$ cat config.mk
export PLATFORM = sky130hd
export DESIGN_NAME = ps2_dir_rx
export DESIGN_NICKNAME = d
export VERILOG_FILES = /design/src/rtl/ps2_dir_rx.sv
export SDC_FILE = /design/constraint.sdc
export NUM_CORES = 1
export LEC_CHECK = 0
export ABC_AREA = 1
export CAP_MARGIN = 5
export CORE_MARGIN = 4
export CORE_UTILIZATION = 35
export CTS_BUF_LIST = sky130_fd_sc_hd__clkbuf_2 sky130_fd_sc_hd__clkbuf_4 sky130_fd_sc_hd__clkbuf_8
export CTS_CLUSTER_DIAMETER = 100
export DETAILED_ROUTE_END_ITERATION = 10
export PLACE_DENSITY_LB_ADDON = 0.05
export SETUP_SLACK_MARGIN = 0.3
export SYNTH_ARGS = -nofsm -noshare
export SYNTH_HDL_FRONTEND = slang
export SYNTH_SLANG_ARGS = --single-unit
$ cat constraint.sdc
create_clock -name clk -period 2.1 [get_ports clk]
set_input_delay 0.42 -clock clk [delete_from_list [all_inputs] [get_ports clk]]
set_output_delay 0.42 -clock clk [all_outputs]
set_load 0.01 [all_outputs]
$ cat src/rtl/ps2_dir_rx.sv
// PS/2 device-to-host receiver with arrow/WASD decoding into
// four level-held direction outputs plus debug byte/error strobes.
module ps2_dir_rx #(
  parameter int FILTER_LEN     = 8,
  parameter int TIMEOUT_CYCLES = 100000
) (
  input  logic       clk,
  input  logic       rst,
  input  logic       ps2_clk,
  input  logic       ps2_data,
  output logic       up,
  output logic       right,
  output logic       left,
  output logic       down,
  output logic [7:0] scan_code,
  output logic       code_valid,
  output logic       frame_err
);

  localparam int TW = $clog2(TIMEOUT_CYCLES + 1);

  typedef enum logic [1:0] {
    IDLE,
    DATA,
    PARITY,
    STOP
  } state_t;

  logic clk_s1, clk_s2;
  logic dat_s1, dat_s2;

  always_ff @(posedge clk or negedge rst) begin
    if (!rst) begin
      clk_s1 <= 1'b1;
      clk_s2 <= 1'b1;
      dat_s1 <= 1'b1;
      dat_s2 <= 1'b1;
    end else begin
      clk_s1 <= ps2_clk;
      clk_s2 <= clk_s1;
      dat_s1 <= ps2_data;
      dat_s2 <= dat_s1;
    end
  end

  logic [FILTER_LEN-1:0] hist;
  logic                  all_hi;
  logic                  all_lo;
  logic                  fclk;
  logic                  fall;

  assign all_hi = &hist;
  assign all_lo = ~|hist;

  always_ff @(posedge clk or negedge rst) begin
    if (!rst) begin
      hist <= '1;
      fclk <= 1'b1;
      fall <= 1'b0;
    end else begin
      hist <= {hist[FILTER_LEN-2:0], clk_s2};
      fall <= fclk & all_lo;
      if (fclk && all_lo)
        fclk <= 1'b0;
      else if (!fclk && all_hi)
        fclk <= 1'b1;
    end
  end

  state_t        state, state_n;
  logic [2:0]    cnt, cnt_n;
  logic [7:0]    sh, sh_n;
  logic          par, par_n;
  logic [TW-1:0] tmo;
  logic          tmo_hit;
  logic          good;
  logic          bad;

  // Stall detection only runs mid-frame; the hit cycle itself
  // returns the FSM to IDLE, so the counter clears right after.
  assign tmo_hit = (state != IDLE) && !fall &&
                   (tmo == TW'(TIMEOUT_CYCLES - 1));

  always_ff @(posedge clk or negedge rst) begin
    if (!rst) begin
      state <= IDLE;
      cnt   <= '0;
      sh    <= '0;
      par   <= 1'b0;
      tmo   <= '0;
    end else begin
      state <= state_n;
      cnt   <= cnt_n;
      sh    <= sh_n;
      par   <= par_n;
      if (state == IDLE || fall)
        tmo <= '0;
      else
        tmo <= tmo + 1'b1;
    end
  end

  always_comb begin
    state_n = state;
    cnt_n   = cnt;
    sh_n    = sh;
    par_n   = par;
    good    = 1'b0;
    bad     = 1'b0;
    if (tmo_hit) begin
      state_n = IDLE;
      bad     = 1'b1;
    end else if (fall) begin
      unique case (state)
        IDLE: begin
          if (!dat_s2) begin
            state_n = DATA;
            cnt_n   = '0;
          end
        end
        DATA: begin
          sh_n  = {dat_s2, sh[7:1]};
          cnt_n = cnt + 1'b1;
          if (cnt == 3'd7)
            state_n = PARITY;
        end
        PARITY: begin
          par_n   = dat_s2;
          state_n = STOP;
        end
        STOP: begin
          state_n = IDLE;
          if (dat_s2 && (^{sh, par}))
            good = 1'b1;
          else
            bad = 1'b1;
        end
      endcase
    end
  end

  always_ff @(posedge clk or negedge rst) begin
    if (!rst) begin
      scan_code  <= '0;
      code_valid <= 1'b0;
      frame_err  <= 1'b0;
    end else begin
      code_valid <= good;
      frame_err  <= bad;
      if (good)
        scan_code <= sh;
    end
  end

  logic ext, brk;
  logic k_up, k_down, k_left, k_right;
  logic is_pfx;

  assign is_pfx = (scan_code == 8'hE0) || (scan_code == 8'hF0);

  always_comb begin
    k_up    = 1'b0;
    k_down  = 1'b0;
    k_left  = 1'b0;
    k_right = 1'b0;
    unique case (1'b1)
      ext: begin
        k_up    = scan_code == 8'h75;
        k_down  = scan_code == 8'h72;
        k_left  = scan_code == 8'h6B;
        k_right = scan_code == 8'h74;
      end
      default: begin
        k_up    = scan_code == 8'h1D;
        k_down  = scan_code == 8'h1B;
        k_left  = scan_code == 8'h1C;
        k_right = scan_code == 8'h23;
      end
    endcase
  end

  always_ff @(posedge clk or negedge rst) begin
    if (!rst) begin
      ext   <= 1'b0;
      brk   <= 1'b0;
      up    <= 1'b0;
      down  <= 1'b0;
      left  <= 1'b0;
      right <= 1'b0;
    end else if (frame_err) begin
      ext <= 1'b0;
      brk <= 1'b0;
    end else if (code_valid) begin
      if (scan_code == 8'hE0)
        ext <= 1'b1;
      if (scan_code == 8'hF0)
        brk <= 1'b1;
      if (!is_pfx) begin
        ext <= 1'b0;
        brk <= 1'b0;
        if (k_up)    up    <= ~brk;
        if (k_down)  down  <= ~brk;
        if (k_left)  left  <= ~brk;
        if (k_right) right <= ~brk;
      end
    end
  end

endmodule

Word level (Yosys, flattened, before mapping)
Index checks and enable logic that the tools add are counted.

word-level totals
  register bits after elaboration = 61
  latch bits = 0
  RAM bits = 0
  ROM bits = 0
  bits of input ports = 4
  output and inout port bits = 14
  word-level logic and storage cells = 107
  memories = 0

cells by class
  add/subtract/negate cells = 2
  multiply operators = 0
  divide/modulo/power cells = 0
  $lt $le $gt $ge = 0
  eq/ne operators = 20
  shift-type cells = 0
  multiplexer cells = 30
  bitwise operators = 5
  reduce and logical (&&, ||, !) cells = 29

operators with widths
  kind                                                                    number
  8-bit by 7-bit equality test with 1-bit output (second input constant)  4
  8-bit by 5-bit equality test with 1-bit output (second input constant)  3
  1-bit 2-to-1 mux                                                        22
  4-bit AND reduction                                                     5
  17-bit by 1-bit adder with 17-bit output (second input constant)        1
  17-bit equality test (second input constant)                            1
  17-bit 2-to-1 mux                                                       1
  8-bit equality test (second input constant)                             2
  2-bit nonzero test                                                      5
  3-bit AND reduction                                                     3
  9-bit parity                                                            1
  8-bit by 6-bit equality test with 1-bit output (second input constant)  1
  2-bit 2-to-1 mux                                                        4
  2-bit case mux with 4 select lines                                      1
  8-bit AND reduction                                                     1
  8-bit OR reduction                                                      1
  3-bit by 2-bit != test with 1-bit output (second input constant)        2
  3-bit != test (second input constant)                                   2
  3-bit case mux with 2 select lines                                      1
  1-bit logical AND                                                       5
  2-bit equality test (second input constant)                             2
  1-bit NOT                                                               4
  2-bit AND reduction                                                     2
  3-bit by 1-bit adder with 3-bit output (second input constant)          1
  8 further kinds                                                         11

Longest topological paths before layout
Gate-level depths: netlist of the first run.

  depth after elaboration = 6
  gate-level depth with buffers = 12
  mapped depth without buffers = 12

Worst setup path before layout of the first run
Ideal clock, no wire load.

  path type = reg-to-reg
  start point = register state[0]
  end point = register state[0]
  arrival time = 1.374 ns
  setup slack = 0.608 ns
  stages on the path, launching flop included = 9
  buffers on the path = 0
  period minus slack after synthesis = 1.492 ns
  cells stage by stage = dfrtp_1 > inv_1 > ha_1 > inv_1 > nand2_1 > nor4_1 > nand4_1 > nand3_1 > nand2_1

between the ends
  cells in the longest elaborated chain, start to end = 5
  elaborated cells between the ends (all ways) = 14

RTL lines
  what                                                                        RTL line  text
  start: declaration                                                          70        state_t state, state_n;
  start signal: assignment                                                    92        state <= state_n;
  branches (longest 5 deep; another with 2-bit case mux with 4 select lines)  n/a

Several ways; the timed one is not identified. The select of a mux whose other input is x is not followed.
A chain may end at the register's enable or synchronous reset.

Worst setup path in the final report of the first run
  start point = register scan_code[3]
  end point = output scan_code[3]

RTL lines
  what                      RTL line  text
  start: declaration        15        output logic [7:0] scan_code,
  start signal: assignment  151       scan_code <= sh;

No word-level cell between the ends.

==> results.py, run 1 <==
metrics = {
    "pwr": {
        "leakagePower_nw": 1.69,
        "total_power_mw": 2.26,
        "p_per_area_mw_per_mm2": 638,
        "irDropWorstVdd_mv": 0.340,
    },
    "final_layout": {
        "antenna_cells": 0,
        "area_delta_synth_final_pct": 17.5,
        "final_core_util_pct": 42.7,
        "nNetsFinal": 401,
        "drive_gt1_share_pct": 14.9,
        "stdcell_count": 500,
        "final_area_mm2": 0.00354,
    },
    "setup_path": {
        "cp.required_ps": 1680,
        "reg2reg_slack_ps": 470,
        "crit_type": "reg2out",
        "arrival_ps": 1300,
        "crit_fanout": 4,
        "cp_slowest_stage_delay_ps": 570,
        "path_cells": "clkdlybuf4s50_1",
        "cp_slowest_cell": "clkdlybuf4s50_1",
        "startpoint_type": "flip-flop",
        "end_kind": "primary output",
        "path_delay_family": "buffers and inverters",
        "critPathBufInv": 1,
    },
    "place": {
        "dpl_cell_area_mm2": 0.00333,
        "dp_slack_ps": 456,
        "dpl.hpwl_um": 4520,
        "gp_congestion": 0.812,
        "io_buffers": 17,
        "placed_cells": 484,
    },
    "drt": {
        "drt-total-wl_um": 6040,
        "drt-pass1-iter-count": 4,
        "drc": 0,
        "postRouteAntennaNets": 0,
        "drt_iter0_markers": 54,
        "avgRoutedWirePerCell_um": 12.1,
        "vias_per_cell": 4.71,
        "route.vias.total": 2355,
    },
    "timing": {
        "rsz0062_at_grt": "yes",
        "fin_setup_tns_ps": 0,
        "fin_worst_hold_slack_ps": 37.5,
        "fin_skew_ps": 5.30,
        "fmax_mhz": 581,
        "maxSlewHeadroom_pct": 68.5,
        "fin_crit_sh_pct": 81.9,
        "period_needed_ps": 1720,
        "drv_slew": 0,
        "fin_ws_ps": 379,
        "tightest_slew_ps": 473,
        "setup_viol": 0,
        "hold_viol_final": 0,
    },
    "global_routing": {
        "grt_pass1_vias": 2288,
        "grt_first_pass_wirelength_um": 10800,
        "grtUsageTotal_pct": 13.4,
        "antenna_found_initial": 0,
        "overflow": 0,
        "grt_max_degree": 33,
    },
    "clocking": {
        "htreeDepth": 3,
        "cts.sinks": 61,
        "cts_hold_buf": 0,
        "cts_tree": "done",
        "clkTransAtPathRegs_ps": 70,
        "cts_setup_buffers": 0,
        "insertion_delay_ps": 330,
        "clockRootBuffer": "clkbuf_8",
        "numCtsBuffers": 9,
        "max-clock-path-buffers": 2,
    },
    "floorplanning": {
        "die_w_um": 101,
        "row_count": 33,
        "io_pins": 18,
        "fp.coreArea_mm2": 0.00830,
        "die_h_um": 101,
        "initial_utilization_pct": 36.3,
        "die_area_mm2": 0.0102,
    },
    "synthesis": {
        "yosysUniqueCellTypes": 33,
        "ys_seq_area_share_pct": 51.2,
        "synth_seq_cells": 61,
        "syn_inst": 362,
        "netlist_area_mm2": 0.00302,
        "synth_fp_nets": 373,
        "ys.warnings.count": 0,
        "syn_area_per_cell_um2": 8.33,
    },
    "status": {
        "status": "complete, no violations",
    },
    "job": {
        "cap_violations": 0,
    },
    "hold_path": {
        "hp-class": "in2async",
    },
}
-- where the power goes --
| part | total, mW | internal, mW | switching [mW] |
|---|---|---|---|
| clock | 1.00 | 0.553 | 0.451 |
| combinational | 0.0423 | 0.0129 | 0.0293 |
| sequential | 1.21 | 1.20 | 0.0118 |
-- state kept, by name, summed over array words and instances, names as in the netlist, 2 cells and up --
signal / cells
sh: 8
scan_code: 8
hist: 8
state: 2
cnt: 3
tmo: 17
-- worst reg2reg max path, cell delays in order, from the launching register on --
cell     delay, ps
dfrtp_1        410
inv_1           80
ha_1           230
inv_1           80
nand2_1         80
buf_4          170
inv_1          230
o21ai_0        140
a21oi_1        140
-- final timing paths --
path / from / endpoint / depth (start not counted)
max: scan_code[3]$_DFFE_PN0P_ / scan_code[3] / 1
max in group asynchronous: rst / dat_s1$_DFF_PN1_ / 2
min reg2reg: clk_s1$_DFF_PN1_ / clk_s2$_DFF_PN1_ / 0
min in group clk: clk_s1$_DFF_PN1_ / clk_s2$_DFF_PN1_ / 0
max reg2reg: state[0]$_DFFE_PN0P_ / tmo[3]$_DFF_PN0_ / 8
min: rst / sh[1]$_DFFE_PN0P_ / 1
-- cell type report --
cell class | instances | area (µm²)
Fill cell | 864 | 4760
Sequential cell | 61 | 1550
Multi-Input combinational cell | 246 | 1270
Timing Repair Buffer | 20 | 200
Inverter | 52 | 195
Clock buffer | 13 | 179
Tap cell | 105 | 131
Clock inverter | 3 | 17.5
-- layout by cell type, fill, tap and decap left out, types with 2 or more instances in the layout --
cell type / instances
nor4_1: 4
inv_2: 2
clkinv_2: 2
nand3_2: 2
nand2_2: 4
xnor2_1: 4
or2_2: 2
nor2_4: 3
o21a_1: 2
ha_1: 7
dfrtp_2: 6
nand3_1: 17
buf_4: 2
nor3_1: 7
nor2_1: 33
o21ai_1: 6
inv_1: 49
o21ai_0: 14
nand2_1: 100
clkdlybuf4s50_1: 16
xor2_1: 2
dfrtp_1: 42
dfstp_2: 13
nand4_1: 17
a21oi_1: 12
clkbuf_8: 13
-- Yosys cell counts --
cell type / instances / share of area [%]
a21oi_1: 12 / 2.0
a21oi_2: 1 / 0.29
a31oi_1: 1 / 0.21
buf_4: 1 / 0.25
clkbuf_1: 2 / 0.25
clkinv_1: 1 / 0.12
dfrtp_1: 48 / 40
dfstp_2: 13 / 11
ha_1: 7 / 2.9
inv_1: 49 / 6.1
inv_2: 2 / 0.25
nand2_1: 100 / 12
nand2_2: 4 / 0.83
nand2_4: 1 / 0.37
nand3_1: 17 / 2.8
nand3_2: 2 / 0.66
nand4_1: 17 / 3.5
nand4_4: 1 / 0.71
nor2_1: 33 / 4.1
nor2_2: 1 / 0.21
nor2_4: 3 / 1.1
nor2_8: 1 / 0.66
nor3_1: 7 / 1.2
nor3_2: 1 / 0.33
nor4_1: 5 / 1.0
o21a_1: 2 / 0.50
o21ai_0: 14 / 2.3
o21ai_1: 6 / 1.0
o21bai_1: 1 / 0.25
o31ai_1: 1 / 0.25
or2_2: 2 / 0.41
xnor2_1: 4 / 1.2
xor2_1: 2 / 0.58
-- timing repair --
action	in CTS	in global routing
pin swaps	0	1
gates resized for setup	2	5
setup endpoints to repair	2	6
cloned	0	0
-- cell families (layout without fill, tap and decap cells) --
family / count (synthesis) / count (layout) / share of synthesized area, %
simple gates: 195 / 195 / 30.4
xor+xnor: 6 / 6 / 1.74
compound gates: 38 / 38 / 6.81
fa+ha+maj: 7 / 7 / 2.90
buf+inv: 55 / 88 / 6.97
flops: 61 / 61 / 51.2
-- layer usage --
layer	global-route usage, %	share of wire (%)	vias to the layer above
li1	-	-	1228
met1	17.8	48	1090
met2	21.0	47	29
met3	4.08	4.0	8
met4	4.35	1.4	0
met5	0	0	-
Power figures use the tool's default switching activity.
==> run 2, diff against run 1 <==
==> constraint.sdc (replaced) <==
create_clock -name clk -period 1.5 [get_ports clk]
set_input_delay 0.3 -clock clk [delete_from_list [all_inputs] [get_ports clk]]
set_output_delay 0.3 -clock clk [all_outputs]
set_load 0.01 [all_outputs]
==> results.py, run 2 (synthesis gave the netlist of run 1 again) <==
metrics = {
    "timing": {
        "period_needed_ps": 1450,
        "fin_crit_sh_pct": 96.6,
        "setup_viol": 0,
        "fin_skew_ps": 7.57,
        "fmax_mhz": 690,
        "rsz0062_at_grt": "yes",
        "fin_setup_tns_ps": 0,
        "drv_slew": 0,
        "maxSlewHeadroom_pct": 76.8,
        "tightest_slew_ps": 348,
        "hold_viol_final": 0,
    },
    "hold_path": {
        "hp-class": "reg2reg",
    },
    "floorplanning": {
        "initial_utilization_pct": 36.3,
        "die_area_mm2": 0.0102,
        "row_count": 33,
        "die_h_um": 101,
        "fp.coreArea_mm2": 0.00830,
        "io_pins": 18,
        "die_w_um": 101,
    },
    "place": {
        "io_buffers": 17,
        "dpl_cell_area_mm2": 0.00343,
        "dpl.hpwl_um": 4360,
        "placed_cells": 492,
        "gp_congestion": 0.840,
    },
    "final_layout": {
        "n_fill_cell": 729,
        "area_delta_synth_final_pct": 54.8,
        "nNetsFinal": 465,
        "final_common_cell": "nand2_1",
        "drive_gt1_share_pct": 52.7,
        "regMostFlops": "tmo",
        "final_area_mm2": 0.00467,
        "largest_reg_flops": 17,
        "antenna_cells": 0,
        "stdcell_count": 564,
        "layout_common_cells": "nand2_1 (72), dfrtp_1 (39), buf_4 (38)",
        "final_core_util_pct": 56.2,
    },
    "global_routing": {
        "grt_first_pass_wirelength_um": 12400,
        "antenna_found_initial": 0,
        "grt_max_degree": 62,
        "grt_pass1_vias": 2675,
        "grtUsageTotal_pct": 15.5,
        "overflow": 0,
    },
    "drt": {
        "drc": 0,
        "drt-total-wl_um": 7470,
        "drt-pass1-iter-count": 4,
        "avgRoutedWirePerCell_um": 13.2,
        "route.vias.total": 2674,
        "vias_per_cell": 4.74,
        "postRouteAntennaNets": 0,
        "drt_iter0_markers": 83,
    },
    "pwr": {
        "p_per_area_mw_per_mm2": 721,
        "total_power_mw": 3.37,
        "irDropWorstVdd_mv": 0.529,
        "leakagePower_nw": 2.17,
    },
    "clocking": {
        "max-clock-path-buffers": 2,
        "clkTransAtPathRegs_ps": 70,
        "htreeDepth": 3,
        "cts.sinks": 61,
        "clockRootBuffer": "clkbuf_8",
        "cts_tree": "done",
        "insertion_delay_ps": 340,
        "numCtsBuffers": 9,
    },
    "setup_path": {
        "crit_type": "reg2reg",
        "crit_fanout": 4,
        "startpoint_type": "flip-flop",
        "end_kind": "flip-flop",
        "cp.required_ps": 1720,
        "arrival_ps": 1670,
    },
    "status": {
        "status": "complete, no violations",
    },
    "job": {
        "cap_violations": 0,
    },
}
## run 2: cell type report
class | count | area [µm²] | area share, %
clock inverters | 7 | 90.1 | 1.93
clock buffers | 9 | 124 | 2.65
repair buffers | 80 | 724 | 15.5
inverters | 52 | 224 | 4.80
repair inverters | 2 | 12.5 | 0.268
flip-flops and latches | 61 | 1550 | 33.3
well taps | 105 | 131 | 2.81
multi-input cells | 248 | 1810 | 38.7
## run 2: worst max-delay path, stage by stage (launching register included)
cell,delay [ps]
dfrtp_1,370
ha_2,190
nand4_1,110
inv_2,110
nand2_4,60
nor2_4,130
nand2_2,90
nor2_2,100
xnor2_1,120
nor2_1,60
## run 2: path summary, 6_finish.rpt
path / startpoint / to / slack (ps) / depth (start not counted)
max: tmo[0]$_DFF_PN0_ / tmo[12]$_DFF_PN0_ / 50 / 9
min: clk_s1$_DFF_PN1_ / clk_s2$_DFF_PN1_ / 360 / 0
max reg2reg: tmo[0]$_DFF_PN0_ / tmo[12]$_DFF_PN0_ / 50 / 9
min reg2reg: clk_s1$_DFF_PN1_ / clk_s2$_DFF_PN1_ / 360 / 0
max in group asynchronous: rst / dat_s2$_DFF_PN1_ / 660 / 3
min in group asynchronous: rst / sh[3]$_DFFE_PN0P_ / 480 / 3
## run 2: per-layer routing
metal	vias up	routed length (µm)	global-route usage, %
li1	1365	-	-
met1	1266	3300	19.2
met2	33	3770	25.2
met3	10	247	3.94
met4	0	146	7.25
met5	-	0	0
## run 2: power breakdown
part | internal (mW) | total [mW] | leakage [nW] | switching [mW]
sequential | 1.68 | 1.70 | 0.792 | 0.0170
clock | 0.925 | 1.60 | 0.105 | 0.670
combinational | 0.0262 | 0.0755 | 1.27 | 0.0493
## run 2: through the flow
step | hold slack [ps] | setup WS [ps]
finish | 358 | 50.5
global route | 350 | -66.8
CTS | 348 | 46.6
detailed placement | 339 | -19.1
global placement | 340 | 5.17
floorplan | 4.41 | 111
## run 2: repair_timing
action	4_1_cts	5_1_grt
hold buffers	1	0
setup endpoints to repair	56	52
buffers inserted	37	14
endpoints found under the hold margin	48	0
pin swaps	28	45
cloned	3	1
resized for setup	121	117
==> run 3, diff against run 2 <==
--- a/config.mk
+++ b/config.mk
@@ -7,6 +7,7 @@
 export LEC_CHECK = 0
 export ABC_AREA = 1
 export CAP_MARGIN = 5
+export CORE_ASPECT_RATIO = 0.9
 export CORE_MARGIN = 4
 export CORE_UTILIZATION = 35
 export CTS_BUF_LIST = sky130_fd_sc_hd__clkbuf_2 sky130_fd_sc_hd__clkbuf_4 sky130_fd_sc_hd__clkbuf_8
==> results.py, run 3 (synthesis gave the netlist of run 1 again) <==
metrics = {
    "final_layout": {
        "drive_gt1_share_pct": 52.0,
        "layout_common_cells": "nand2_1 (75), buf_4 (48), dfrtp_1 (39)",
        "final_core_util_pct": 58.5,
        "regMostFlops": "tmo",
        "antenna_cells": 0,
        "nNetsFinal": 479,
        "largest_reg_flops": 17,
        "multi_input_area_mm2": 0.00177,
        "n_fill_cell": 721,
        "final_area_mm2": 0.00481,
        "final_common_cell": "nand2_1",
        "area_delta_synth_final_pct": 59.4,
        "seqCellArea_mm2": 0.00155,
    },
    "setup_path": {
        "cp.required_ps": 1740,
        "worst_r2r_path_depth": 8,
        "startpoint": "scan_code[6]$_DFFE_PN0P_",
        "reg2reg_slack_ps": 20,
        "crit_type": "reg2reg",
        "crit_fanout": 3,
        "r2r-end": "up$_DFFE_PN0P_",
        "startpoint_type": "flip-flop",
        "crit_end": "up$_DFFE_PN0P_",
        "arrival_ps": 1720,
        "end_kind": "flip-flop",
        "worstReg2RegStart": "scan_code[6]$_DFFE_PN0P_",
    },
    "pwr": {
        "leakagePower_nw": 2.28,
        "p_per_area_mw_per_mm2": 710,
        "irDropWorstVdd_mv": 0.686,
    },
    "timing": {
        "fin_skew_ps": 10.4,
        "fin_setup_tns_ps": 0,
        "hold_viol_final": 0,
        "fin_crit_sh_pct": 98.7,
        "period_needed_ps": 1480,
        "setup_viol": 0,
        "drv_slew": 0,
        "rsz0062_at_grt": "yes",
        "fin_ws_ps": 20.1,
        "maxSlewHeadroom_pct": 81.0,
        "fmax_mhz": 676,
        "tightest_slew_ps": 284,
    },
    "floorplanning": {
        "fp.coreArea_mm2": 0.00822,
        "die_area_mm2": 0.0102,
        "io_pins": 18,
        "row_count": 31,
        "die_h_um": 96.1,
        "die_w_um": 106,
        "initial_utilization_pct": 36.7,
    },
    "status": {
        "status": "complete, no violations",
    },
    "global_routing": {
        "overflow": 0,
        "grt_pass1_vias": 2582,
        "grt_first_pass_wirelength_um": 12900,
        "antenna_found_initial": 0,
        "grtUsageTotal_pct": 16.6,
        "grt_max_degree": 29,
    },
    "clocking": {
        "htreeDepth": 3,
        "numCtsBuffers": 9,
        "max-clock-path-buffers": 2,
        "clkTransAtPathRegs_ps": 80,
        "insertion_delay_ps": 350,
        "cts_tree": "done",
        "clockRootBuffer": "clkbuf_8",
        "cts.sinks": 61,
    },
    "drt": {
        "route.vias.total": 2763,
        "drt_iter0_markers": 104,
        "postRouteAntennaNets": 0,
        "drt-total-wl_um": 8300,
        "avgRoutedWirePerCell_um": 14.1,
        "vias_per_cell": 4.70,
        "drc": 0,
        "drt-pass1-iter-count": 4,
    },
    "place": {
        "io_buffers": 17,
        "dpl.hpwl_um": 4580,
        "dpl_cell_area_mm2": 0.00346,
        "gp_congestion": 0.838,
        "dp_slack_ps": -26.1,
    },
    "hold_path": {
        "hp-class": "in2async",
    },
    "job": {
        "cap_violations": 0,
    },
}
## run 3: critical path: stages (launching register included)
cell     delay [ps]
dfrtp_1         390
buf_6           120
inv_2            50
a21oi_4         140
o21ai_2         100
nor3_2          260
nand3_2         140
o21ai_2         120
inv_1            40
## run 3: worst min path at each step
stage / endpoint / slack [ps] / depth (start not counted)
floorplan: brk$_DFFE_PN0P_ / 4 / 0
global placement: scan_code[6]$_DFFE_PN0P_ / 190 / 1
detailed placement: scan_code[6]$_DFFE_PN0P_ / 180 / 1
CTS: scan_code[6]$_DFFE_PN0P_ / 330 / 2
global route: dat_s1$_DFF_PN1_ / 340 / 1
finish: scan_code[6]$_DFFE_PN0P_ / 360 / 2
## run 3: metal layers
metal	up-vias	track usage (%)	routed length (µm)
met2	53	25.9	4000
li1	1385	-	-
met3	11	5.37	380
met5	-	0	0
met4	0	6.26	109
met1	1314	21.8	3800
## run 3: power by group
group          total [mW]  switching (mW)  internal [mW]
combinational      0.0821          0.0515         0.0307
clock                1.63           0.679          0.950
sequential           1.70          0.0197           1.68
total                3.41           0.751           2.66
## run 3: area by class of cell
type                    instances  area share, %
repair inverters                1          0.104
clock inverters                 6           1.82
inverters                      52           4.40
clock buffers                  10           2.73
well taps                     115           2.99
multi-input cells             248           36.9
flip-flops and latches         61           32.3
repair buffers                 95           18.7
## run 3: repair_timing
| item | in CTS | in global routing |
|---|---|---|
| hold endpoints to repair | 7 | 0 |
| buffers inserted | 45 | 20 |
| cloned | 3 | 1 |
| resized for setup | 121 | 105 |
| pin swaps | 25 | 48 |
| hold buffers | 1 | 0 |
| setup endpoints to repair | 59 | 61 |
## run 3: metrics by stage
step,instances,hold slack [ps],total power [mW]
floorplan,362,4.41,1.73
finish,588,357,3.41
global route,588,340,3.56
CTS,567,333,3.47
global placement,502,185,1.80
detailed placement,502,183,1.80
